--- config.mk ---
export PLATFORM = sky130hd
export DESIGN_NAME = muldiv_unit
export DESIGN_NICKNAME = d
export VERILOG_FILES = /design/src/rtl/muldiv_unit.sv
export SDC_FILE = /design/constraint.sdc
export NUM_CORES = 1
export LEC_CHECK = 0
export ABC_AREA = 1
export CAP_MARGIN = 20
export CORE_MARGIN = 2
export CORE_UTILIZATION = 45
export CTS_CLUSTER_DIAMETER = 50
export DETAILED_ROUTE_END_ITERATION = 6
export DONT_BUFFER_PORTS = 1
export PLACE_DENSITY_LB_ADDON = 0.08
export SYNTH_ARGS = -nofsm -noshare
export SYNTH_HDL_FRONTEND = slang
export SYNTH_SLANG_ARGS = --single-unit
--- constraint.sdc ---
create_clock -name clk_i -period 3.54 [get_ports clk_i]
set_input_delay 0.177 -clock clk_i [delete_from_list [all_inputs] [get_ports clk_i]]
set_output_delay 0.177 -clock clk_i [all_outputs]
set_load 0.05 [all_outputs]
--- src/rtl/muldiv_unit.sv ---
// Iterative RV32M multiply/divide unit: radix-2 restoring divide, shift-add multiply.
// Define MULDIV_FAST_MUL_EN to replace the iterative multiply with a single-cycle 33x33 product.
module muldiv_unit #(
  parameter int unsigned XLEN = 32
) (
  input  logic            clk_i,
  input  logic            rst_i,
  input  logic            start_i,
  input  logic            flush_i,
  input  logic [2:0]      op_i,
  input  logic [XLEN-1:0] src_a_i,
  input  logic [XLEN-1:0] src_b_i,
  output logic            busy_o,
  output logic            valid_o,
  output logic [XLEN-1:0] result_o
);

  typedef enum logic [1:0] {StIdle, StCalc, StFin, StDone} state_e;

  state_e              state_q, state_d;
  logic [2:0]          op_q, op_d;
  logic [5:0]          cnt_q, cnt_d;
  logic [2*XLEN-1:0]   acc_q, acc_d;
  logic [XLEN-1:0]     opb_q, opb_d;
  logic                sa_q, sa_d;
  logic                sb_q, sb_d;
  logic [XLEN-1:0]     result_q, result_d;

  // Operand decode at accept
  logic            is_div, a_signed, b_signed, sign_a, sign_b;
  logic [XLEN-1:0] a_mag, b_mag;
  logic            div_zero, div_ovf, accept;

  always_comb begin
    is_div   = op_i[2];
    a_signed = is_div ? ~op_i[0] : (op_i[1:0] != 2'b11);
    b_signed = is_div ? ~op_i[0] : ~op_i[1];
    sign_a   = a_signed & src_a_i[XLEN-1];
    sign_b   = b_signed & src_b_i[XLEN-1];
    a_mag    = sign_a ? -src_a_i : src_a_i;
    b_mag    = sign_b ? -src_b_i : src_b_i;
    div_zero = (src_b_i == '0);
    div_ovf  = ~op_i[0] && (src_a_i == {1'b1, {(XLEN-1){1'b0}}}) && (src_b_i == '1);
    accept   = start_i && ((state_q == StIdle) || (state_q == StDone));
  end

`ifdef MULDIV_FAST_MUL_EN
  logic signed [2*XLEN+1:0] fast_a, fast_b, fast_prod;
  logic                     unused_fast;
  always_comb begin
    fast_a    = {{(XLEN+1){sign_a}}, src_a_i};
    fast_b    = {{(XLEN+1){sign_b}}, src_b_i};
    fast_prod = fast_a * fast_b;
  end
  assign unused_fast = ^fast_prod[2*XLEN+1:2*XLEN];
`endif

  // One iteration of each datapath
  logic [XLEN:0]     mul_sum, rem_sh, div_diff;
  logic [2*XLEN-1:0] mul_next, div_next;

  always_comb begin
    mul_sum  = {1'b0, acc_q[2*XLEN-1:XLEN]} + (acc_q[0] ? {1'b0, opb_q} : '0);
    mul_next = {mul_sum, acc_q[XLEN-1:1]};
    rem_sh   = acc_q[2*XLEN-1:XLEN-1];
    div_diff = rem_sh - {1'b0, opb_q};
    div_next = div_diff[XLEN] ? {rem_sh[XLEN-1:0], acc_q[XLEN-2:0], 1'b0}
                              : {div_diff[XLEN-1:0], acc_q[XLEN-2:0], 1'b1};
  end

  // Sign fix-up for the final result
  logic [2*XLEN-1:0] prod_fix;
  logic [XLEN-1:0]   quo_fix, rem_fix;

  always_comb begin
    prod_fix = (sa_q ^ sb_q) ? -acc_q : acc_q;
    quo_fix  = (sa_q ^ sb_q) ? -acc_q[XLEN-1:0] : acc_q[XLEN-1:0];
    rem_fix  = sa_q ? -acc_q[2*XLEN-1:XLEN] : acc_q[2*XLEN-1:XLEN];
  end

  always_comb begin
    state_d  = state_q;
    op_d     = op_q;
    cnt_d    = cnt_q;
    acc_d    = acc_q;
    opb_d    = opb_q;
    sa_d     = sa_q;
    sb_d     = sb_q;
    result_d = result_q;
    unique case (state_q)
      StIdle, StDone: begin
        state_d = StIdle;
        if (accept) begin
          op_d    = op_i;
          sa_d    = sign_a;
          sb_d    = sign_b;
          cnt_d   = '0;
          acc_d   = {{XLEN{1'b0}}, (is_div ? a_mag : b_mag)};
          opb_d   = is_div ? b_mag : a_mag;
          state_d = StCalc;
          if (is_div && div_zero) begin
            result_d = op_i[1] ? src_a_i : '1;
            state_d  = StDone;
          end else if (is_div && div_ovf) begin
            result_d = op_i[1] ? '0 : src_a_i;
            state_d  = StDone;
          end
`ifdef MULDIV_FAST_MUL_EN
          else if (!is_div) begin
            result_d = (op_i[1:0] == 2'b00) ? fast_prod[XLEN-1:0]
                                            : fast_prod[2*XLEN-1:XLEN];
            state_d  = StDone;
          end
`endif
        end
      end
      StCalc: begin
        acc_d = op_q[2] ? div_next : mul_next;
        if (cnt_q == 6'd31) begin
          state_d = StFin;
        end else begin
          cnt_d = cnt_q + 6'd1;
        end
      end
      StFin: begin
        if (op_q[2]) begin
          result_d = op_q[1] ? rem_fix : quo_fix;
        end else begin
          result_d = (op_q[1:0] == 2'b00) ? prod_fix[XLEN-1:0] : prod_fix[2*XLEN-1:XLEN];
        end
        state_d = StDone;
      end
      default: state_d = StIdle;
    endcase
    // Flush wins over any accept or completion in the same cycle
    if (flush_i) begin
      state_d  = StIdle;
      result_d = result_q;
    end
  end

  always_ff @(posedge clk_i) begin
    if (rst_i) begin
      state_q  <= StIdle;
      op_q     <= '0;
      cnt_q    <= '0;
      acc_q    <= '0;
      opb_q    <= '0;
      sa_q     <= 1'b0;
      sb_q     <= 1'b0;
      result_q <= '0;
    end else begin
      state_q  <= state_d;
      op_q     <= op_d;
      cnt_q    <= cnt_d;
      acc_q    <= acc_d;
      opb_q    <= opb_d;
      sa_q     <= sa_d;
      sb_q     <= sb_d;
      result_q <= result_d;
    end
  end

  assign busy_o   = (state_q == StCalc) || (state_q == StFin);
  assign valid_o  = (state_q == StDone);
  assign result_o = result_q;

endmodule

# Yosys cells after proc, flatten, opt, wreduce, memory -nomap -nowiden
# Index checks and enable logic that the tools add are counted.
dict set report word_totals {
  word_cells 82
  reg_bits 141
  inputBits 71
}
dict set report classes {
  muxes 31
  reduce_logical 18
  n_bitwise 6
  n_eq_ne 11
  n_addsub 8
}
# op count
set ops {}
lappend ops {{$mux W32} 15}
lappend ops {{$mux W64} 4}
lappend ops {{$neg A32 Y32} 4}
lappend ops {{$pmux W64 S2} 1}
lappend ops {{$eq A32 B32 Y1 const B} 2}
lappend ops {{$neg A64 Y64} 1}
lappend ops {{$pmux W32 S2} 1}
lappend ops {{$add A32 B32 Y33} 1}
lappend ops {{$sub A33 B32 Y33} 1}
lappend ops {{$logic_not A32 Y1} 1}
lappend ops {{$mux W6} 2}
lappend ops {{$pmux W6 S2} 1}
lappend ops {{$mux W2} 4}
lappend ops {{$ne A2 B2 Y1 const B} 4}
lappend ops {{$add A6 B1 Y6 const B} 1}
lappend ops {{$eq A6 B5 Y1 const B} 1}
lappend ops {{$pmux W2 S3} 1}
lappend ops {{$logic_and A1 B1 Y1} 5}
lappend ops {{$eq A2 B2 Y1 const B} 2}
lappend ops {{$logic_not A2 Y1} 2}
lappend ops {{$reduce_and A2 Y1} 2}
lappend ops {{$reduce_and A4 Y1} 1}
lappend ops {{$reduce_bool A2 Y1} 2}
lappend ops {{$reduce_or A2 Y1} 2}
lappend ops {{8 further kinds} 13}

# Longest topological paths before layout
dict set report depth {
  ltp_word 8
  depth_mapped 20
  ltp_nobuf 19
}

# Worst setup path before layout
# Ideal clock, no wire load.
dict set report synth_timing {
  path_type {register to register}
  from {register acc_q[0]}
  to {register acc_q[47]}
  path_slack_ns 0.905
  synth_period_minus_slack_ns 2.635
  arrival_ns 2.503
  stages_incl_launch_ff 20
  path_cell_list {dfxtp_1 -> buf_2 -> clkbuf_1 -> nand2_1 -> inv_1 -> ha_1 -> inv_1 -> fa_1 -> o21ai_0 -> nand2_1 -> nand2_1 -> nand2_1 -> nand2_1 -> nand2_1 -> nand2_1 -> nor2_1 -> o21ai_0 -> inv_1 -> nand2_1 -> a21oi_1}
}
dict set report synth_between {
  elab_chain_len 4
}
# item line
set synth_lines {}
lappend synth_lines {{start, declared} 23} ;# logic [2*XLEN-1:0] acc_q, acc_d;
lappend synth_lines {{start signal, assigned} 147} ;# acc_q <= '0;
lappend synth_lines {{start signal, assigned} 156} ;# acc_q <= acc_d;
lappend synth_lines {{$mux W32} 63} ;# mul_sum = {1'b0, acc_q[2*XLEN-1:XLEN]} + (acc_q[0] ? {1'b0, opb_q} : '0);
lappend synth_lines {{$add A32 B32 Y33} 63}
lappend synth_lines {{$mux W64} 118} ;# acc_d = op_q[2] ? div_next : mul_next;
lappend synth_lines {{$pmux W64 S2} 90} ;# unique case (state_q)
# Every way passes these cells.
# A chain may end at the register's enable or synchronous reset.

# Worst setup path after layout
dict set report layout_timing {
  from {register acc_q[31]}
  to {register acc_q[40]}
}
dict set report layout_between {
  elab_chain_len 4
}
# item line
set layout_lines {}
lappend layout_lines {{$sub A33 B32 Y33} 66} ;# div_diff = rem_sh - {1'b0, opb_q};
lappend layout_lines {{$mux W64} 67} ;# div_next = div_diff[XLEN] ? {rem_sh[XLEN-1:0], acc_q[XLEN-2:0], 1'b0}
lappend layout_lines {{$mux W64} 118}
lappend layout_lines {{$pmux W64 S2} 90}
# Every way passes these cells.

==> results.toml <==
[synthesis]
synthDistinctLibCells = 52
synth_top_flop_cell = "dfxtp_1"
synth_top_area_cell = "nand2_1"
synthCells = 3512
ys_ff_latch = 141
synth.top_cell.area_share_pct = 22.5
synth_edf_count = 0
avgSynthCellArea_sq_um = 5.29
async_flop_share_pct = 0
syn-num-nets = 3659
ys_seq_area_share_pct = 15.2
netlist_top_cells_area = "nand2_1 (22%), dfxtp_1 (15%), inv_1 (9.4%), nand3_1 (8.4%), nor2_1 (7.5%)"
yosys_warnings = 0
synth_area_sq_um = 18600

[layout]
syn_to_final_growth_pct = 6.59
final_cells = 3997
n_antenna_cell = 0
stdcell_area_sq_um = 19800
final_cell_mix = "nand2_1 (1,113), inv_1 (465), nor2_1 (370)"
final_layout_size_suffix_gt1_share_pct = 4.56
nFillCells = 4583
final_common_cell = "nand2_1"
fin_nets = 3599

[sta]
rsz0062_at_grt = "no"
relSlewSlack_pct = 33.8
setup_tns_ns = 0
finalCriticalPeriod_ns = 3.15
final-setup-viol-count = 0
final_max_slew_viol_count = 0
timing.fmax_mhz = 317
fin_crit_sh_pct = 89.1
hold_viol_final = 0
final.setup_skew_ns = 0.0170
worst_slew_pin_slew_ns = 0.982

[routing]
drcViolationCount = 0
avgRoutedWirePerCell_um = 23.0
dr.first_iter.drc_count = 2847
finalWirelength_um = 91700
drt-pass1-iter-count = 7
ant_nets = 0
via_per_inst = 5.94
vias = 23800

[power_and_ir_drop]
seq_power_share_pct = 27.7
power_leakage_nw = 10.1
switchingPower_mw = 3.31
finalPower_mw = 6.78
cellPowerDensity_nw_per_um2 = 343
clkPwrFrac_pct = 27.9
power.internal_mw = 3.48
max-vdd-ir-drop_uv = 316
combPwrFrac_pct = 44.5
swShare_pct = 48.8

[setup_path]
crit_buf_inv = 3
cp_cell_sequence = "inv_1 > ha_1 > fa_1 > inv_1 > nand3_1 > nand2_1 > nand2_1 > nand2_2 > nand2_1 > nand2_2 > nand2_2 > nand2_2 > nand2_1 > nand2_2 > buf_4 > nand2_1 > nand3_1 > nand2_1 > a21oi_1"
endpoint_kind = "register"
worst_path_max_delay_cell = "dfxtp_1"
cp_max_fo = 31
crit_type = "register to register"
path_common_cell = "nand2_1"
worstPathArrival_ns = 3.56
cp_top_family = "simple AND/OR/NAND/NOR gates"
required_ns = 3.95
critical-path-max-stage-delay_ns = 0.42
start_kind = "register"

[run]
maxCapViolCount = 0

[die]
die-area_sq_um = 42900
die_h_um = 207
fp.dieW_um = 207
ios = 105
core-area_sq_um = 40800
floorplan.initialDensity_pct = 45.5
fp-row-count = 74

[global_routing]
overflow = 0
grt_pass1_vias = 21600
antenna_found_initial = 1
grt_pass1_wl_um = 136000
grt_max_degree = 79
track_usage_pct = 41.5

[clock_tree]
cts_made_buffers = 17
clock_path_buffers = 2
tritoncts = "built"
clk_pin_slew_ns = 0.08
htreeDepth = 4
cts.sinks = 141
clk_latency_ns = 0.49
root_buffer = "clkbuf_16"

[outcome]
status = "finished clean"

[placed_design]
dp_hpwl_um = 73400
globalplace.congestion = 1.08
place_inst = 3955
placed_area_sq_um = 19100
portBuffers = 0

[hold_path]
hp-class = "primary input to register"
## state kept, by name, indices dropped and copies added (netlist names)
signal and flops:
state_q 2, sa_q 1, cnt_q 6, sb_q 1, acc_q 64, opb_q 32, op_q 3, result_o 32
## kinds of logic after synthesis
logic type,after synthesis,synth area share [%]
buffers and inverters,629,13.3
adders and majority gates,76,5.20
xor gates and xnor gates,97,4.61
DFF,141,15.2
and+or+nand+nor,1933,43.2
AOI/OAI and AO/OA,636,18.5
## cell usage after synthesis (10+ instances only)
cell	count
a21oi_1	265
o221ai_1	12
o21ai_0	244
buf_1	26
o211ai_1	35
clkbuf_1	90
nand4_1	51
nand2_1	1113
nor3_1	29
xor2_1	78
a31oi_1	17
inv_1	467
dfxtp_1	141
nor2_2	16
nand3_1	311
xnor2_1	18
buf_2	20
ha_1	74
nor2_1	372
o21ai_1	26
nand2_2	10
## worst paths after layout
path / slack, ns / depth (start not counted) / end / startpoint
setup / recovery: 0.39 / 19 / acc_q[40]$_SDFFE_PP0P_ / acc_q[31]$_SDFFE_PP0P_
hold / removal: 0.01 / 4 / result_o[7]$_SDFFE_PP0P_ / src_a_i[7]
setup reg to reg: 0.39 / 19 / acc_q[40]$_SDFFE_PP0P_ / acc_q[31]$_SDFFE_PP0P_
hold reg to reg: 0.48 / 2 / cnt_q[4]$_SDFFE_PP0P_ / cnt_q[3]$_SDFFE_PP0P_
## through the flow
step,worst slack (ns),util [%],hold WS (ns)
2_1_floorplan,0.905,-,0.326
3_3_place_gp,0.555,46.7,0.260
5_1_grt,0.216,48.5,0.0384
3_5_place_dp,0.479,46.7,0.261
6_report,0.387,48.5,0.0144
4_1_cts,0.451,48.5,0.0000396
## layout make-up
type,count,area (sq um),area share (%)
inverters,478,1800,9.07
flip-flops and latches,141,2830,14.3
multi-input cells,2742,13300,67.1
clock inverters,15,193,0.973
clock buffers,17,425,2.15
repair buffers,72,608,3.07
well taps,532,666,3.36
## routing by layer
metal / wire length (um) / GRT usage, % / share of wire (%) / up-vias
met5: 0 / 0 / 0 / -
met4: 5600 / 23.4 / 6.1 / 0
met1: 36200 / 52.3 / 40 / 11000
li1: - / - / - / 11100
met2: 38700 / 63.1 / 42 / 1427
met3: 11200 / 12.6 / 12 / 229
## tightest hold or removal path: cells and delay by family
kind | cells | cell delay [ns]
AO/OA/AOI/OAI | 2 | 0.13
AND/OR/NAND/NOR | 2 | 0.15
## power groups by stage
stage	Sequential [mW]	Clock (mW)	Combinational, mW
after floorplan	1.84	0	1.99
after global placement	1.91	0	2.84
after detailed placement	1.91	0	2.85
after CTS	1.87	1.90	2.89
after global routing	1.88	1.96	3.26
final	1.88	1.89	3.02
## repair_timing
action                                 in CTS  in global routing
endpoints found under the hold margin      68                  0
resized for setup                           0                  0
hold buffers                               10                  0
setup buffers                               0                  0
No activity file was read; power rests on OpenSTA's default activity.
